--- src/rtl/stack_unit.sv ---
// stack_unit: register-based LIFO stack for the datapath push/pop instructions.
// Storage is a circular array addressed by a base (bottom) pointer and a
// write pointer (one past the top). Outputs are all registered or decoded
// from registered state, so there is no input-to-output combinational path.
module stack_unit #(
    parameter int  DATA_WIDTH = 16,
    parameter int  DEPTH      = 8,
    parameter int  FULL_MODE  = 0,
    localparam int CNT_W      = $clog2(DEPTH + 1)
) (
    input  logic                  clk,
    input  logic                  reset,
    input  logic                  push,
    input  logic                  pop,
    input  logic [DATA_WIDTH-1:0] pushData,
    input  logic                  clearErr,
    output logic [DATA_WIDTH-1:0] topData,
    output logic [CNT_W-1:0]      count,
    output logic                  empty,
    output logic                  full,
    output logic                  overflow,
    output logic                  underflow
);

    localparam int               PTR_W   = (DEPTH > 1) ? $clog2(DEPTH) : 1;
    localparam logic [CNT_W-1:0] L_DEPTH = CNT_W'(DEPTH);
    localparam logic [PTR_W-1:0] L_LAST  = PTR_W'(DEPTH - 1);

    // Storage and control state
    logic [DATA_WIDTH-1:0] r_mem [DEPTH];
    logic [PTR_W-1:0]      r_base;
    logic [PTR_W-1:0]      r_wrPtr;
    logic [CNT_W-1:0]      r_cnt;
    logic [DATA_WIDTH-1:0] r_top;
    logic                  r_ovf;
    logic                  r_unf;

    // Next-state signals
    logic [PTR_W-1:0]      w_baseNext;
    logic [PTR_W-1:0]      w_wrPtrNext;
    logic [CNT_W-1:0]      w_cntNext;
    logic [DATA_WIDTH-1:0] w_topNext;
    logic                  w_memWe;
    logic [PTR_W-1:0]      w_memIdx;
    logic                  w_setOvf;
    logic                  w_setUnf;
    logic                  w_empty;
    logic                  w_full;
    logic [PTR_W-1:0]      w_topIdx;
    logic [PTR_W-1:0]      w_belowIdx;

    // Modulo-DEPTH pointer step; DEPTH need not be a power of two.
    function automatic logic [PTR_W-1:0] ptrInc(input logic [PTR_W-1:0] p);
        return (p == L_LAST) ? '0 : p + 1'b1;
    endfunction

    function automatic logic [PTR_W-1:0] ptrDec(input logic [PTR_W-1:0] p);
        return (p == '0) ? L_LAST : p - 1'b1;
    endfunction

    // Status decoded from registered count only.
    assign w_empty    = (r_cnt == '0);
    assign w_full     = (r_cnt == L_DEPTH);
    assign w_topIdx   = ptrDec(r_wrPtr);
    assign w_belowIdx = ptrDec(w_topIdx);

    // Op decode: computes pointer/count/top updates and the storage write.
    always_comb begin
        w_baseNext  = r_base;
        w_wrPtrNext = r_wrPtr;
        w_cntNext   = r_cnt;
        w_topNext   = r_top;
        w_memWe     = 1'b0;
        w_memIdx    = r_wrPtr;
        w_setOvf    = 1'b0;
        w_setUnf    = 1'b0;

        if (push && pop && !w_empty) begin
            // Replace the top in place; count and pointers unchanged.
            w_memWe   = 1'b1;
            w_memIdx  = w_topIdx;
            w_topNext = pushData;
        end else if (push) begin
            // Covers push+pop on an empty stack, which acts as a plain push.
            if (!w_full) begin
                w_memWe     = 1'b1;
                w_memIdx    = r_wrPtr;
                w_wrPtrNext = ptrInc(r_wrPtr);
                w_cntNext   = r_cnt + 1'b1;
                w_topNext   = pushData;
            end else begin
                w_setOvf = 1'b1;
                if (FULL_MODE != 0) begin
                    // When full, the write slot is the bottom entry: overwrite
                    // it and advance the base so the oldest entry drops out.
                    w_memWe     = 1'b1;
                    w_memIdx    = r_wrPtr;
                    w_wrPtrNext = ptrInc(r_wrPtr);
                    w_baseNext  = ptrInc(r_base);
                    w_topNext   = pushData;
                end
            end
        end else if (pop) begin
            if (!w_empty) begin
                w_wrPtrNext = w_topIdx;
                w_cntNext   = r_cnt - 1'b1;
                w_topNext   = (r_cnt == CNT_W'(1)) ? '0 : r_mem[w_belowIdx];
            end else begin
                w_setUnf = 1'b1;
            end
        end
    end

    // Control state with asynchronous active-low reset; a new error beats clearErr.
    always_ff @(posedge clk or negedge reset) begin
        if (!reset) begin
            r_base  <= '0;
            r_wrPtr <= '0;
            r_cnt   <= '0;
            r_top   <= '0;
            r_ovf   <= 1'b0;
            r_unf   <= 1'b0;
        end else begin
            r_base  <= w_baseNext;
            r_wrPtr <= w_wrPtrNext;
            r_cnt   <= w_cntNext;
            r_top   <= w_topNext;
            r_ovf   <= (r_ovf & ~clearErr) | w_setOvf;
            r_unf   <= (r_unf & ~clearErr) | w_setUnf;
        end
    end

    // Entry storage, not reset; writes are suppressed while reset is held.
    always_ff @(posedge clk) begin
        if (reset && w_memWe) begin
            r_mem[w_memIdx] <= pushData;
        end
    end

    assign topData   = r_top;
    assign count     = r_cnt;
    assign empty     = w_empty;
    assign full      = w_full;
    assign overflow  = r_ovf;
    assign underflow = r_unf;

endmodule

--- config.mk ---
export PLATFORM = sky130hd
export DESIGN_NAME = stack_unit
export DESIGN_NICKNAME = d
export VERILOG_FILES = /design/src/rtl/stack_unit.sv
export SDC_FILE = /design/constraint.sdc
export NUM_CORES = 1
export LEC_CHECK = 0
export ABC_AREA = 1
export CORE_MARGIN = 5
export CORE_UTILIZATION = 54
export CTS_BUF_LIST = sky130_fd_sc_hd__clkbuf_4 sky130_fd_sc_hd__clkbuf_8 sky130_fd_sc_hd__clkbuf_16
export DETAILED_ROUTE_END_ITERATION = 10
export PLACE_DENSITY_LB_ADDON = 0.12
export SLEW_MARGIN = 25
export SYNTH_ARGS = -nofsm -noshare
export SYNTH_HDL_FRONTEND = slang
export SYNTH_SLANG_ARGS = --single-unit
--- constraint.sdc ---
create_clock -name clk -period 2.6 [get_ports clk]
set_clock_uncertainty 0.15 [all_clocks]
set_input_delay 0.78 -clock clk [delete_from_list [all_inputs] [get_ports clk]]
set_output_delay 0.78 -clock clk [all_outputs]
set_load 0.05 [all_outputs]
After elaboration in Yosys (flattened, before gate mapping)
Memories as Yosys holds them, arrays and structs flattened.
Index checks and enable logic that the tools add are counted.
{"block": "classes", "n_addsub": 5, "n_eq_ne": 7, "n_mux": 30, "bitwise_logic": 6, "n_reduce_logical": 11}
{"cell": "$mux W16", "count": 6}
{"cell": "$mux W3", "count": 8}
{"cell": "$mux W4", "count": 4}
{"cell": "$mux W1", "count": 12}
{"cell": "$logic_not A3 Y1", "count": 2}
{"cell": "$ne A3 B2 Y1 const B", "count": 2}
{"cell": "$sub A3 B1 Y3 const B", "count": 2}
{"cell": "$add A4 B1 Y4 const B", "count": 1}
{"cell": "$eq A4 B1 Y1 const B", "count": 1}
{"cell": "$eq A4 B4 Y1 const B", "count": 1}
{"cell": "$logic_not A4 Y1", "count": 1}
{"cell": "$ne A2 B2 Y1 const B", "count": 2}
{"cell": "$reduce_and A4 Y1", "count": 1}
{"cell": "$sub A4 B1 Y4 const B", "count": 1}
{"cell": "$add A3 B1 Y3 const B", "count": 1}
{"cell": "$eq A3 B3 Y1 const B", "count": 1}
{"cell": "$logic_and A1 B1 Y1", "count": 3}
{"cell": "$reduce_and A3 Y1", "count": 1}
{"cell": "$reduce_bool A3 Y1", "count": 1}
{"cell": "$and A1 B1 Y1", "count": 2}
{"cell": "$not A1 Y1", "count": 2}
{"cell": "$or A1 B1 Y1", "count": 2}
{"cell": "$reduce_bool A2 Y1", "count": 1}
{"cell": "$logic_not A1 Y1", "count": 1}
{"block": "totals", "reg_bits": 25, "mem_bits_rw": 128, "input_bits": 21, "out_inout_bits": 24, "word_cells": 65, "mem_count": 1}
{"memory": "r_mem", "words": 8, "word_bits": 16, "read_ports": 1, "rd_ports_with_merged_regs": 0, "write_ports": 1, "line_no": "30", "rtl": "logic [DATA_WIDTH-1:0] r_mem [DEPTH];"}

Depth between registers and ports, before layout
Gate-level depths: netlist of run 1.
An unclocked memory read counts as a cell.
{"block": "depth", "word_depth": 10, "ltp_mapped": 15, "mapped_depth_nobuf": 13}

Worst setup path before layout of run 1
OpenSTA, ideal clock, no wires.
{"block": "synth_path", "kind": "register -> register", "startpoint": "register r_cnt[0], in the netlist count[0]", "endpoint": "memory r_mem[4][0], enable pin", "setup_ps": 388, "arrival_time_ps": 2566, "required_time_ps": 2062, "slack_ps": -504, "path_stages_with_launch": 10, "n_path_buf": 0, "period_less_slack_ps": 3104, "path_cell_list": "dfrtp_1 -> inv_1 -> ha_1 -> nand3_1 -> nand2_1 -> nor2_2 -> inv_1 -> o21ai_0 -> nand2_1 -> nor2_1"}
{"block": "synth_via", "elab_chain_cells": 7, "elab_cells_between_ends": 11, "cone_classes": "1 x eq/ne; 6 x mux; 4 x reduce/logical"}
{"item": "start, declared", "line_no": "33", "rtl": "logic [CNT_W-1:0] r_cnt;"}
{"item": "start signal, assigned", "line_no": "126", "rtl": "r_cnt <= w_cntNext;"}
{"item": "$eq A4 B4 Y1 or $logic_not A4 Y1 (tied branches)", "line_no": "63, 62"}
{"item": "$mux W1 or $logic_not A1 Y1 (tied branches)"}
{"item": "$mux W1 or $logic_and A1 B1 Y1 (tied branches)", "line_no": "83, 78"}
{"item": "$mux W1", "line_no": "78", "rtl": "if (push && pop && !w_empty) begin"}
{"item": "$logic_and A1 B1 Y1", "line_no": "135", "rtl": "if (reset && w_memWe) begin"}
{"item": "$mux W1", "line_no": "135"}
{"item": "$mux W1 (implied by the code)", "line_no": "136", "rtl": "r_mem[w_memIdx] <= pushData;"}
{"item": "end, declared", "line_no": "30"}
Several ways; a longest one is shown, not always the timed one.

Worst setup path in the final report of run 1
{"block": "layout_path", "startpoint": "register r_cnt[2], in the netlist count[2]", "endpoint": "output port count[2]"}
{"item": "end, declared", "line_no": "18", "rtl": "output logic [CNT_W-1:0] count,"}
No word-level cell between the ends.

==> summary.txt, run 1 <==
Power and ir drop
  • Gate power share: 0.499
  • Clk pwr share: 0.212
  • Cell Int Power: around 6300 uW
  • Switching share of power: 0.4411
  • Pleak: 0.004042 uW
  • PwrDens: about 1300 mW/mm2
  • Reg power frac: 0.288
  • Peak VDD IR: approximately 0.71 mV
  • Net Switching: between 4000 and 5000 uW

Timing
  • Relative slew margins: 0.5027
  • Period minus WS final: approximately 2.6 ns
  • Maximum clock rate: ~400 MHz
  • RSZ-0062 raised after global routing: no
  • Tightest Pin Transition: approximately 0.75 ns
  • Slew Limit Fails: 0
  • Finish-stage setup viols: 0
  • Final Cycle Share: 0.9815
  • Hold Fails Final Rpt: 0
  • Final TNS setup: 0 ns

Clock network
  • CTS tree: done
  • Postcts setup bufs: 0
  • Buffer depth of the longest clock path: 2
  • Reg clk slew, reported paths: about 0.060 ns
  • Clock Latency Late Sink: between 0.4 and 0.5 ns
  • Clock Tree Root: clkbuf_16
  • Clock sink total: roughly 150
  • CTS Buf Count: 17
  • H-tree levels: 4

Placed design
  • Port bufs: 44
  • Dpl hpwl: ~11 mm
  • Placed Area: between 0.008 and 0.009 mm2
  • Placer's final routability congestion estimate: 0.8366

Global route
  • M3 GR Usage: 0.04372
  • Grt ovf: 0
  • Gr busiest metal: met2
  • Initial antenna violation count: 0
  • Grt met1 use: 0.2759
  • Met2 Usage GRT: 0.3742
  • Total track usage: 0.2206
  • Global-route wire length before repair: around 28 mm
  • Vias in the first global route: around 5,400
  • Largest net degree at the start of global routing: between 60 and 70

Layout
  • ANT cells: 0
  • Final #Nets: between 800 and 900
  • Design Area, Final: roughly 0.0088 mm2
  • FF/Latch Area: 0.004473 mm2
  • Fraction of layout cells with a size suffix above 1: 0.08894
  • Multi-input logic area: 0.002306 mm2
  • Most frequent cells in the layout: nand2_1, edfxtp_1, inv_1
  • Layout area overhead: 20.11%
  • Filler instances: 1,031
  • Final core utilization: 0.6621
  • Most common cell after layout, fill and taps aside: nand2_1

Synth
  • Synth Register Bits: around 150
  • Netlist Area Pre-Place: between 0.007 and 0.008 mm2
  • Top area cells in the synthesized netlist: edfxtp_1, nand2_1, dfrtp_1
  • Syn Nets: about 840
  • Mapped Cells: 812
  • Synth warnings: 0
  • Synth top area share: 0.5245
  • Synthesized area per cell: about 9.0 um2
  • Sequential share of the synthesized area: 0.6099
  • Yosys cell types: 28
  • Post-synth top area cell: edfxtp_1

Setup path
  • FF-to-FF Start: count[1]
  • Critical path class: flop to output port
  • Req. time, crit path: 1.67 ns
  • Startpoint Class: flop
  • Slowest cell delay on critical path: just over 0.8 ns
  • Worst path arrival time: roughly 1.6 ns
  • Worst reg2reg setup slack: about 0.20 ns
  • Worst setup EP type: output port
  • Worst Path Buf+Inv: 1
  • Worst R2R Path Depth: 10
  • Slowest-stage cell, CP: clkdlybuf4s50_1
  • FF-to-FF End: r_mem[7][7]
  • Crit path max-delay family: buffers and inverters
  • Crit Path Max Fanout: 3
  • Critical path, cell by cell: clkdlybuf4s50_1

Floorplanning
  • CORE AREA: around 0.013 mm2
  • Die span in x: around 130 um
  • Die height: between 100 and 150 um
  • Num rows: between 40 and 50
  • Initial Util: 0.5512
  • Die area: roughly 0.016 mm2
  • Ports: 45

Routing
  • Vias: between 5,000 and 6,000
  • TritonRoute pass-1 iters: 5
  • Avg WL per Cell: 16.00 um
  • DRT iter0 DRCs: 375
  • DR vias/cell: between 5 and 6
  • Residual DRC: 0
  • Antenna violation net count after detailed routing: 0
  • Routed wire length: 16.85 mm

Worst hold path
  • Worst-case hold path end point: topData[12]
  • Min-delay src: topData[12]
  • Hold Path Stages: 2
  • Hold/Removal Path Class: flop to flop

Job
  • Max_cap viols: 0

Status
  • Status: finished clean
[cell families (layout without fill, tap and decap cells)]
group / Yosys count / in the layout / synth area share
fa+ha+maj: 8 / 8 / 0.01366
simple gates: 483 / 483 / 0.2749
xor+xnor: 4 / 4 / 0.004781
flops: 153 / 153 / 0.6099
compound gates: 16 / 16 / 0.01246
buf+inv: 148 / 213 / 0.08434
[synth_stat cells, drive strengths merged]
cell and n:
dfrtp 25, nor2 44, clkinv 1, o211ai 2
ha 8, nor3 1, buf 30, a21boi 1
inv 109, clkbuf 8, o32ai 1, xnor2 1
o21ai 9, edfxtp 128, nor4 2, nand2 345
nand3b 30, a21oi 3, nand3 60, xor2 3
or2 1
[power groups by stage]
stage	Combinational [uW]	Sequential, uW	Clock (uW)
6_report	5590	3230	2380
5_1_grt	6190	3270	2530
4_1_cts	5630	3230	2420
3_5_place_dp	5590	3280	0
3_3_place_gp	5490	3260	0
2_1_floorplan	3270	3850	0
[area by class of cell]
type,count,area share
timing repair buffer,71,0.09254
clock inverter,15,0.01706
multi-input combinational,511,0.2620
tap,176,0.02502
sequential,153,0.5082
clock buffer,17,0.04833
inverter,110,0.04691
[metal layers]
layer	wire, um	vias to the layer above	share of wire
met1	6871	2523	0.41
met5	0	-	0
met2	8386	206	0.50
li1	-	2667	-
met4	604	0	0.036
met3	990	42	0.059
[worst min-delay path, cell delays in order (launching register included)]
cell and delay, ns:
dfrtp_1 0.34, nand2_1 0.05, nand2_1 0.06
[worst max-delay path by stage]
stage,depth (start not counted),slack [ns],end,from
after detailed placement,8,-0.25,r_mem[7][8],pop
after floorplan,9,-0.002,r_mem[1][0],count[0]
after global routing,5,0.005,empty,count[1]
after CTS,1,0.03,count[3],count[3]
final,1,0.05,count[2],count[2]
after global placement,8,-0.23,r_mem[4][14],pop
[state kept, by name (all words and copies together), names as in the netlist]
signal,count
r_mem,128
topData,16
count,4
r_wrPtr,3
overflow,1
underflow,1
[per-stage QoR]
step,hold WS [ns],total power (uW),setup slack (ns),instances
6_report,0.3295,11200,0.04811,1053
5_1_grt,0.3541,11990,0.005028,1053
4_1_cts,0.3332,11280,0.02541,1053
3_5_place_dp,0.3158,8870,-0.2454,1021
3_3_place_gp,0.3139,8753,-0.2327,1021
2_1_floorplan,0.3344,7120,-0.001636,812
[repair_timing]
item	4_1_cts	5_1_grt
gates resized for setup	1	3
endpoints found under the setup margin	1	66
hold buffers	0	0
Note: power is estimated with default switching activity, not from simulation.
==> run 2: changes to the inputs <==
--- a/config.mk
+++ b/config.mk
@@ -6,12 +6,14 @@
 export NUM_CORES = 1
 export LEC_CHECK = 0
 export ABC_AREA = 1
+export CELL_PAD_IN_SITES_DETAIL_PLACEMENT = 1
+export CELL_PAD_IN_SITES_GLOBAL_PLACEMENT = 1
 export CORE_MARGIN = 5
-export CORE_UTILIZATION = 54
+export CORE_UTILIZATION = 41
 export CTS_BUF_LIST = sky130_fd_sc_hd__clkbuf_4 sky130_fd_sc_hd__clkbuf_8 sky130_fd_sc_hd__clkbuf_16
 export DETAILED_ROUTE_END_ITERATION = 10
 export PLACE_DENSITY_LB_ADDON = 0.12
-export SLEW_MARGIN = 25
+export SLEW_MARGIN = 10
 export SYNTH_ARGS = -nofsm -noshare
 export SYNTH_HDL_FRONTEND = slang
 export SYNTH_SLANG_ARGS = --single-unit
==> summary.txt, run 2 (synthesis results as in run 1) <==
Clock network
  • CTS tree: done
  • Buffer depth of the longest clock path: 2
  • Hold-fix buffers at CTS: 0
  • Reg clk slew, reported paths: 0.06 ns
  • Clock sink total: around 150
  • H-tree levels: 4
  • CTS Buf Count: 17
  • Clock Latency Late Sink: 0.42 ns
  • Clock Tree Root: clkbuf_16
  • Postcts setup bufs: 0

Timing
  • Final TNS setup: 0 ns
  • Slew Limit Fails: 0
  • Period minus WS final: 2.552 ns
  • Maximum clock rate: between 300 and 400 MHz
  • Finish-stage setup viols: 0
  • Relative slew margins: 0.6196
  • Hold slack: roughly 0.33 ns
  • RSZ-0062 raised after global routing: no
  • Tightest Pin Transition: between 0.5 and 0.6 ns
  • Hold Fails Final Rpt: 0
  • Final Cycle Share: 0.9815

Global route
  • Vias in the first global route: 6,035
  • Total track usage: 0.2155
  • Largest net degree at the start of global routing: 65
  • Global-route wire length before repair: around 34 mm
  • Initial antenna violation count: 0
  • Grt ovf: 0

Power and ir drop
  • PwrDens: 1312 mW/mm2
  • Pleak: around 0.0041 uW
  • Peak VDD IR: roughly 1.4 mV

Job
  • Max_cap viols: 0

Layout
  • Most flops, register: r_mem
  • ANT cells: 0
  • Largest register FFs: around 130
  • Most frequent cells in the layout: nand2_1, edfxtp_1, inv_1
  • Layout area overhead: 22.18%
  • Final #Nets: 902
  • Filler instances: approximately 2,000
  • Most common cell after layout, fill and taps aside: nand2_1
  • Fraction of layout cells with a size suffix above 1: 0.1006

Floorplanning
  • Die height: around 140 um
  • Die area: slightly above 0.02 mm2
  • Num rows: between 40 and 50
  • CORE AREA: roughly 0.017 mm2
  • Initial Util: 0.4208
  • Die span in x: roughly 140 um
  • Ports: between 40 and 50

Setup path
  • Critical path class: flop to output port
  • Critical path, cell by cell: clkdlybuf4s50_1
  • Crit Path Max Fanout: 4
  • Worst Path Buf+Inv: 1
  • Startpoint Class: flop
  • Worst path arrival time: roughly 1.6 ns
  • Req. time, crit path: about 1.7 ns
  • Slowest-stage cell, CP: clkdlybuf4s50_1
  • Worst setup EP type: output port
  • Crit path max-delay family: buffers and inverters
  • Worst R2R Path Depth: 13
  • Slowest cell delay on critical path: roughly 0.81 ns
  • WP depth: 1

Routing
  • DRT iter0 DRCs: roughly 340
  • Vias: approximately 5,600
  • Residual DRC: 0
  • DR vias/cell: 5.032
  • Avg WL per Cell: between 15 and 20 um
  • TritonRoute pass-1 iters: 5
  • Antenna violation net count after detailed routing: 0
  • Routed wire length: approximately 21 mm

Status
  • Status: finished clean

Worst hold path
  • Hold/Removal Path Class: flop to flop
  • Hold Path Stages: 2

Placed design
  • Dpl hpwl: around 14 mm
  • Placer's final routability congestion estimate: slightly above 0.8
  • Port bufs: 44
## run 2: worst paths after layout
path / startpoint / to / slack (ns)
max: count[1] / count[1] / 0.05
min: topData[13] / topData[13] / 0.33
max reg2reg: count[1] / r_mem[2][8] / 0.19
min reg2reg: topData[13] / topData[13] / 0.33
max in group asynchronous: reset / r_wrPtr[0] / 1.21
min in group asynchronous: reset / topData[2] / 0.77
## run 2: area by class of cell
cell class | count | area (um2) | area share
sequential | 153 | 4473 | 0.4996
clock buffer | 19 | 440.4 | 0.04919
tap | 225 | 281.5 | 0.03144
multi-input combinational | 511 | 2312 | 0.2582
timing repair buffer | 80 | 882.1 | 0.09852
inverter | 110 | 412.9 | 0.04612
clock inverter | 12 | 151.4 | 0.01691
## run 2: power by group
| part | switching, uW | internal (uW) | total, uW | leakage [uW] |
|---|---|---|---|---|
| combinational | 4140 | 1880 | 6030 | 0.00238 |
| clock | 964 | 1520 | 2490 | 0.000290 |
| sequential | 168 | 3070 | 3240 | 0.00145 |
## run 2: metal layers
| layer | track usage | up-vias | share of wire |
|---|---|---|---|
| met5 | 0 | - | 0 |
| met4 | 0.05847 | 0 | 0.014 |
| met3 | 0.03195 | 17 | 0.030 |
| met2 | 0.3899 | 97 | 0.52 |
| met1 | 0.2692 | 2789 | 0.43 |
| li1 | - | 2682 | - |
## run 2: stage by stage
stage	utilization	total power [uW]	cells	instance area (um2)	setup slack (ns)
floorplan	-	7120	812	7391	-0.001636
global placement	0.4795	9170	1079	8352	-0.2696
detailed placement	0.4795	9349	1079	8352	-0.3393
CTS	0.5134	11870	1110	8942	0.01978
global route	0.5141	12590	1110	8954	0.0008296
finish	0.5141	11750	1110	8954	0.04813
## run 2: timing repair
item | in CTS | in global routing
gates cloned | 0 | 0
pin swaps | 0 | 1
resized for setup | 2 | 5
endpoints found under the setup margin | 65 | 99
==> variant 1: new RTL, settings of run 2 <==
Set the parameter `DEPTH` to 16 (it was 8).
--- a/src/rtl/stack_unit.sv
+++ b/src/rtl/stack_unit.sv
@@ -4,7 +4,7 @@
 // from registered state, so there is no input-to-output combinational path.
 module stack_unit #(
     parameter int  DATA_WIDTH = 16,
-    parameter int  DEPTH      = 8,
+    parameter int  DEPTH      = 16,
     parameter int  FULL_MODE  = 0,
     localparam int CNT_W      = $clog2(DEPTH + 1)
 ) (
Ports: changed (resized count); port bits go from 45 to 46. No check against the original RTL was run, so the function may have changed too.
==> variant 1 against run 2 <==
Routed wire length increased by 76%. Power increased by 82%. Area after synthesis increased by 72%. Combinational power increased by 79%. Die area increased by 67%. Global-route usage increased by 0.48 points. Sequential cell count increased by 130. Worst setup slack improved by 0.026 ns. Cell area increased by 78%. Via count increased by 64%. Final cell count increased by 61%. Sequential power increased by 73%.
==> variant 1: results (changes against run 2) <==
- Run status: finished clean (unchanged)
- Pre-CTS setup slack: -0.522 ns (was -0.339 ns)
- Clock buffer cells: 46 (was 19)
- Layout cells sized above 1: 16.5% (was 10.1%)
- Clock Path Buffers: 3 (was 2)
- Peak VDD IR: 0.679 mV (was 1.35 mV)
- First-pass GRT wire length: 57400 um (was 33500 um)
- Wirelength per Cell: 20.9 um (was 19.1 um)
- Mapped Nets: 1283 (was 841)
- End of the worst register-to-register path: r_mem[8][1]$_DFFE_PP_ (was r_mem[2][8]$_DFFE_PP_)
- GPL Wtd Cong: 0.796 (was 0.815)
- Clk sinks: 283 (was 153)
- WL final: 37300 um (was 21200 um)
- Critical Path End: empty (was count[1])
- Post-place instance area: 14600 um^2 (was 8350 um^2)
- Clock latency on the worst-skew pair: 0.53 ns (was 0.42 ns)
- CP max FO: 2 (was 4)
- Cells after DPL: 1723 (was 1079)
- Post-synthesis cell type count: 29 (was 28)
- Compound-Gate Fraction of Synth Area: 3.00% (was 1.25%)
- Number of non-clock inverters in the layout: 97 (was 110)
- Top cells by count, synth: nand2_1 (417), edfxtp_1 (256), nor2_1 (137) (was nand2_1 (344), edfxtp_1 (128), inv_1 (106))
- Initial drt markers: 565 (was 335)
- Number of global-route vias before repair: 9702 (was 6035)
- Buffers, non-clock: 140 (was 80)
- Average cell area after synthesis: 10.1 um^2 (was 9.02 um^2)
- Register Area: 8370 um^2 (was 4470 um^2)
- HPWL Detailed: 25100 um (was 13800 um)
- Sequential fraction of the synthesis area: 66.2% (was 61.0%)
- Port bufs: 45 (was 44)
- Clock-cell share of area: 7.39% (was 6.61%)
- Multi-In Gates: 809 (was 511)
- Post-synth EDFFs: 256 (was 128)
- Top post-synthesis cells by area: edfxtp_1 (61%), nand2_1 (12%), dfrtp_1 (5.3%) (was edfxtp_1 (52%), nand2_1 (18%), dfrtp_1 (8.5%))
- Non-clk buf share: 10.2% (was 9.85%)
- Multi-input logic area: 3880 um^2 (was 2310 um^2)
- Hold Slack: 0.326 ns (was 0.334 ns)
- FILL cells: 3280 (was 1975)
- FF-to-FF setup slack: 0.11 ns (was 0.19 ns)
- Layout Nets: 1396 (was 902)
- FF-to-FF Start: count[0]$_DFFE_PN0P_ (was count[1]$_DFFE_PN0P_)
- TritonCTS buffer count: 35 (was 17)
- Htree depth: 2 (was 4)
- Largest net degree at the start of global routing: 55 (was 65)
- Data arrival time of the worst path: 1.60 ns (was 1.62 ns)
- Post-Synth Adder-Cell Area: 0.891% (was 1.37%)
- Vias: 9146 (was 5585)
- Leak pwr: 6.56 nW (was 4.11 nW)
- GRT Util Overall: 22.0% (was 21.5%)
- Int Power: 12.1 mW (was 6.47 mW)
- Final period util: 97.1% (was 98.1%)
- Design Area, Final: 15900 um^2 (was 8950 um^2)
- Xor/xnor share of the synthesized area: 0.347% (was 0.478%)
- Hold Crit Class: flip-flop to flip-flop (unchanged)
## variant 1: changes by cell type after synthesis, sizes merged, moves of 5 or more
cell,delta
edfxtp,+128
nor2,+95
nand2,+76
o21ai,+49
nand3,+39
or2,+29
buf,+18
inv,-13
a21oi,+10
clkbuf,+8
nand4,+7
nand3b,-5
## variant 1: routing by layer
layer  wire length, um  share of wire (%)  global-route usage [%]  vias to the layer above
met5                 0                  0                       0                        -
met4              1030                2.7                    6.85                        0
met3              1400                3.8                    2.95                       63
met2             18200                 49                    36.9                      188
met1             16700                 45                    30.1                     4535
li1                  -                  -                       -                     4360
## variant 1: logic make-up (layout without fill, tap and decap cells)
| logic type | after synthesis | count (layout) |
|---|---|---|
| AOI/OAI and AO/OA | 74 | 74 |
| xor gates and xnor gates | 5 | 5 |
| and+or+nand+nor | 721 | 721 |
| DFF | 283 | 283 |
| buffers and inverters | 161 | 298 |
| adders and majority gates | 9 | 9 |
## variant 1: critical path, stage by stage (launching register included)
cell and delay [ns]:
dfrtp_2 0.39, inv_1 0.13, ha_4 0.17, nand3_2 0.11, inv_1 0.14, buf_12 0.15
## variant 1: what timing repair did
| item | CTS | global route |
|---|---|---|
| gates cloned | 0 | 1 |
| hold buffers | 0 | 0 |
| resized for setup | 21 | 23 |
| endpoints found under the setup margin | 238 | 253 |
| buffers inserted | 1 | 0 |
| pin swaps | 2 | 1 |
## variant 1: power by group through the flow
| stage | sequential (mW) | combinational [mW] | clock (mW) |
|---|---|---|---|
| 6_report | 5.61 | 10.8 | 4.92 |
| 5_1_grt | 5.65 | 11.9 | 5.26 |
| 2_1_floorplan | 6.29 | 5.85 | 0 |
| 4_1_cts | 5.61 | 10.8 | 5.03 |
| 3_3_place_gp | 5.69 | 10.6 | 0 |
| 3_5_place_dp | 5.70 | 10.8 | 0 |
==> variant 2: new RTL, config.mk and constraints of run 2 <==
Made on the original files. Make the reset (`reset`) synchronous in one clocked block. Comments in the files are not updated.
--- a/src/rtl/stack_unit.sv
+++ b/src/rtl/stack_unit.sv
@@ -112,7 +112,7 @@
     end
 
     // Control state with asynchronous active-low reset; a new error beats clearErr.
-    always_ff @(posedge clk or negedge reset) begin
+    always_ff @(posedge clk) begin
         if (!reset) begin
             r_base  <= '0;
             r_wrPtr <= '0;
Function: differs if reset is asserted again (counterexample within 4 cycles, from zero or initial values and one cycle with reset low); with reset held inactive, the same outputs for 4 cycles.
==> variant 2 against run 2 <==
Sequential share of layout area shrank 0.89 points. Clock power shrank 4%. Area after synthesis shrank 1.7%. Highest routed layer unchanged. Power shrank 29%. Combinational power shrank 49%. Routed wire length shrank 4.3%. Worst setup slack is essentially flat. Die area shrank 1.6%. Largest cell class unchanged. First-iteration DRC count shrank 26%. Synthesized cell count shrank 3.6%. Final cell count shrank 1.6%. Cell area shrank 1.1%. Sequential cell count is the same.
==> variant 2: results (changes against run 2) <==
- Critical Path End: count[3] (was count[1])
- Register Area: 4350 um^2 (was 4470 um^2)
- Buffers, non-clock: 86 (was 80)
- Layout Nets: 886 (was 902)
- FF-to-FF Start: r_wrPtr[0]$_SDFFE_PN0P_ (was count[1]$_DFFE_PN0P_)
- First-pass GRT wire length: 31800 um (was 33500 um)
- 1st-pass router iterations: 4 (was 5)
- Compound-Gate Fraction of Synth Area: 4.17% (was 1.25%)
- Xor/xnor share of the synthesized area: 0.243% (was 0.478%)
- Post-synthesis cell type count: 31 (was 28)
- Number of global-route vias before repair: 5836 (was 6035)
- Non-clk buf share: 10.2% (was 9.85%)
- P&R area growth vs syn: 23.0% (was 22.2%)
- Leak pwr: 3.87 nW (was 4.11 nW)
- Pre-CTS setup slack: -0.283 ns (was -0.339 ns)
- CP max FO: 3 (was 4)
- Worst path max stage delay: 0.84 ns (was 0.81 ns)
- GRT met1 Usage: 24.9% (was 26.9%)
- Top post-synthesis cells by area: edfxtp_1 (53%), nand2_1 (16%), dfxtp_1 (7.0%) (was edfxtp_1 (52%), nand2_1 (18%), dfrtp_1 (8.5%))
- Run status: finished clean (unchanged)
- Worst-Margin Slew: 0.530 ns (was 0.569 ns)
- Post-place instance area: 8270 um^2 (was 8350 um^2)
- Multi-input combinational area share: 26.9% (was 25.8%)
- Largest net degree at the start of global routing: 51 (was 65)
- Peak VDD IR: 0.669 mV (was 1.35 mV)
- FILL cells: 1950 (was 1975)
- Initial drt markers: 248 (was 335)
- GPL Wtd Cong: 0.791 (was 0.815)
- Final period util: 98.1% (about the same)
- Hold Slack: 0.321 ns (was 0.334 ns)
- Sequential fraction of the synthesis area: 60.3% (was 61.0%)
- GRT Util Overall: 20.7% (was 21.5%)
- Number of non-clock inverters in the layout: 98 (was 110)
- Top cells by count, synth: nand2_1 (302), edfxtp_1 (128), inv_1 (93) (was nand2_1 (344), edfxtp_1 (128), inv_1 (106))
- Mapped Nets: 814 (was 841)
- Hold Path End: topData[4]$_SDFFE_PN0P_ (was topData[13]$_DFFE_PN0P_)
- Vias per std cell: 4.96 (was 5.03)
- Met1 wire length: 8370 um (was 9190 um)
## variant 2: changes by cell type in the layout (fill, tap and decap cells not counted), sizes merged, moves of 6 or more
| cell | delta |
|---|---|
| a21oi | +23 |
| dfrtp | -25 |
| dfxtp | +25 |
| nand3 | -21 |
| nand2 | -38 |
| buf | +6 |
| or2 | +30 |
| inv | -13 |
| nand3b | -14 |
## variant 2: power groups by stage
| stage | registers (mW) | logic (mW) | clock network, mW |
|---|---|---|---|
| 2_1_floorplan | 3.24 | 1.74 | 0 |
| 3_3_place_gp | 2.99 | 2.99 | 0 |
| 3_5_place_dp | 3.00 | 3.06 | 0 |
| 4_1_cts | 2.95 | 3.08 | 2.44 |
| 5_1_grt | 2.97 | 3.36 | 2.55 |
| 6_report | 2.95 | 3.05 | 2.39 |
## variant 2: timing repair
action	in CTS	in global routing
hold buffers	0	0
endpoints found under the setup margin	0	12
resized for setup	0	4
buffers inserted	0	0
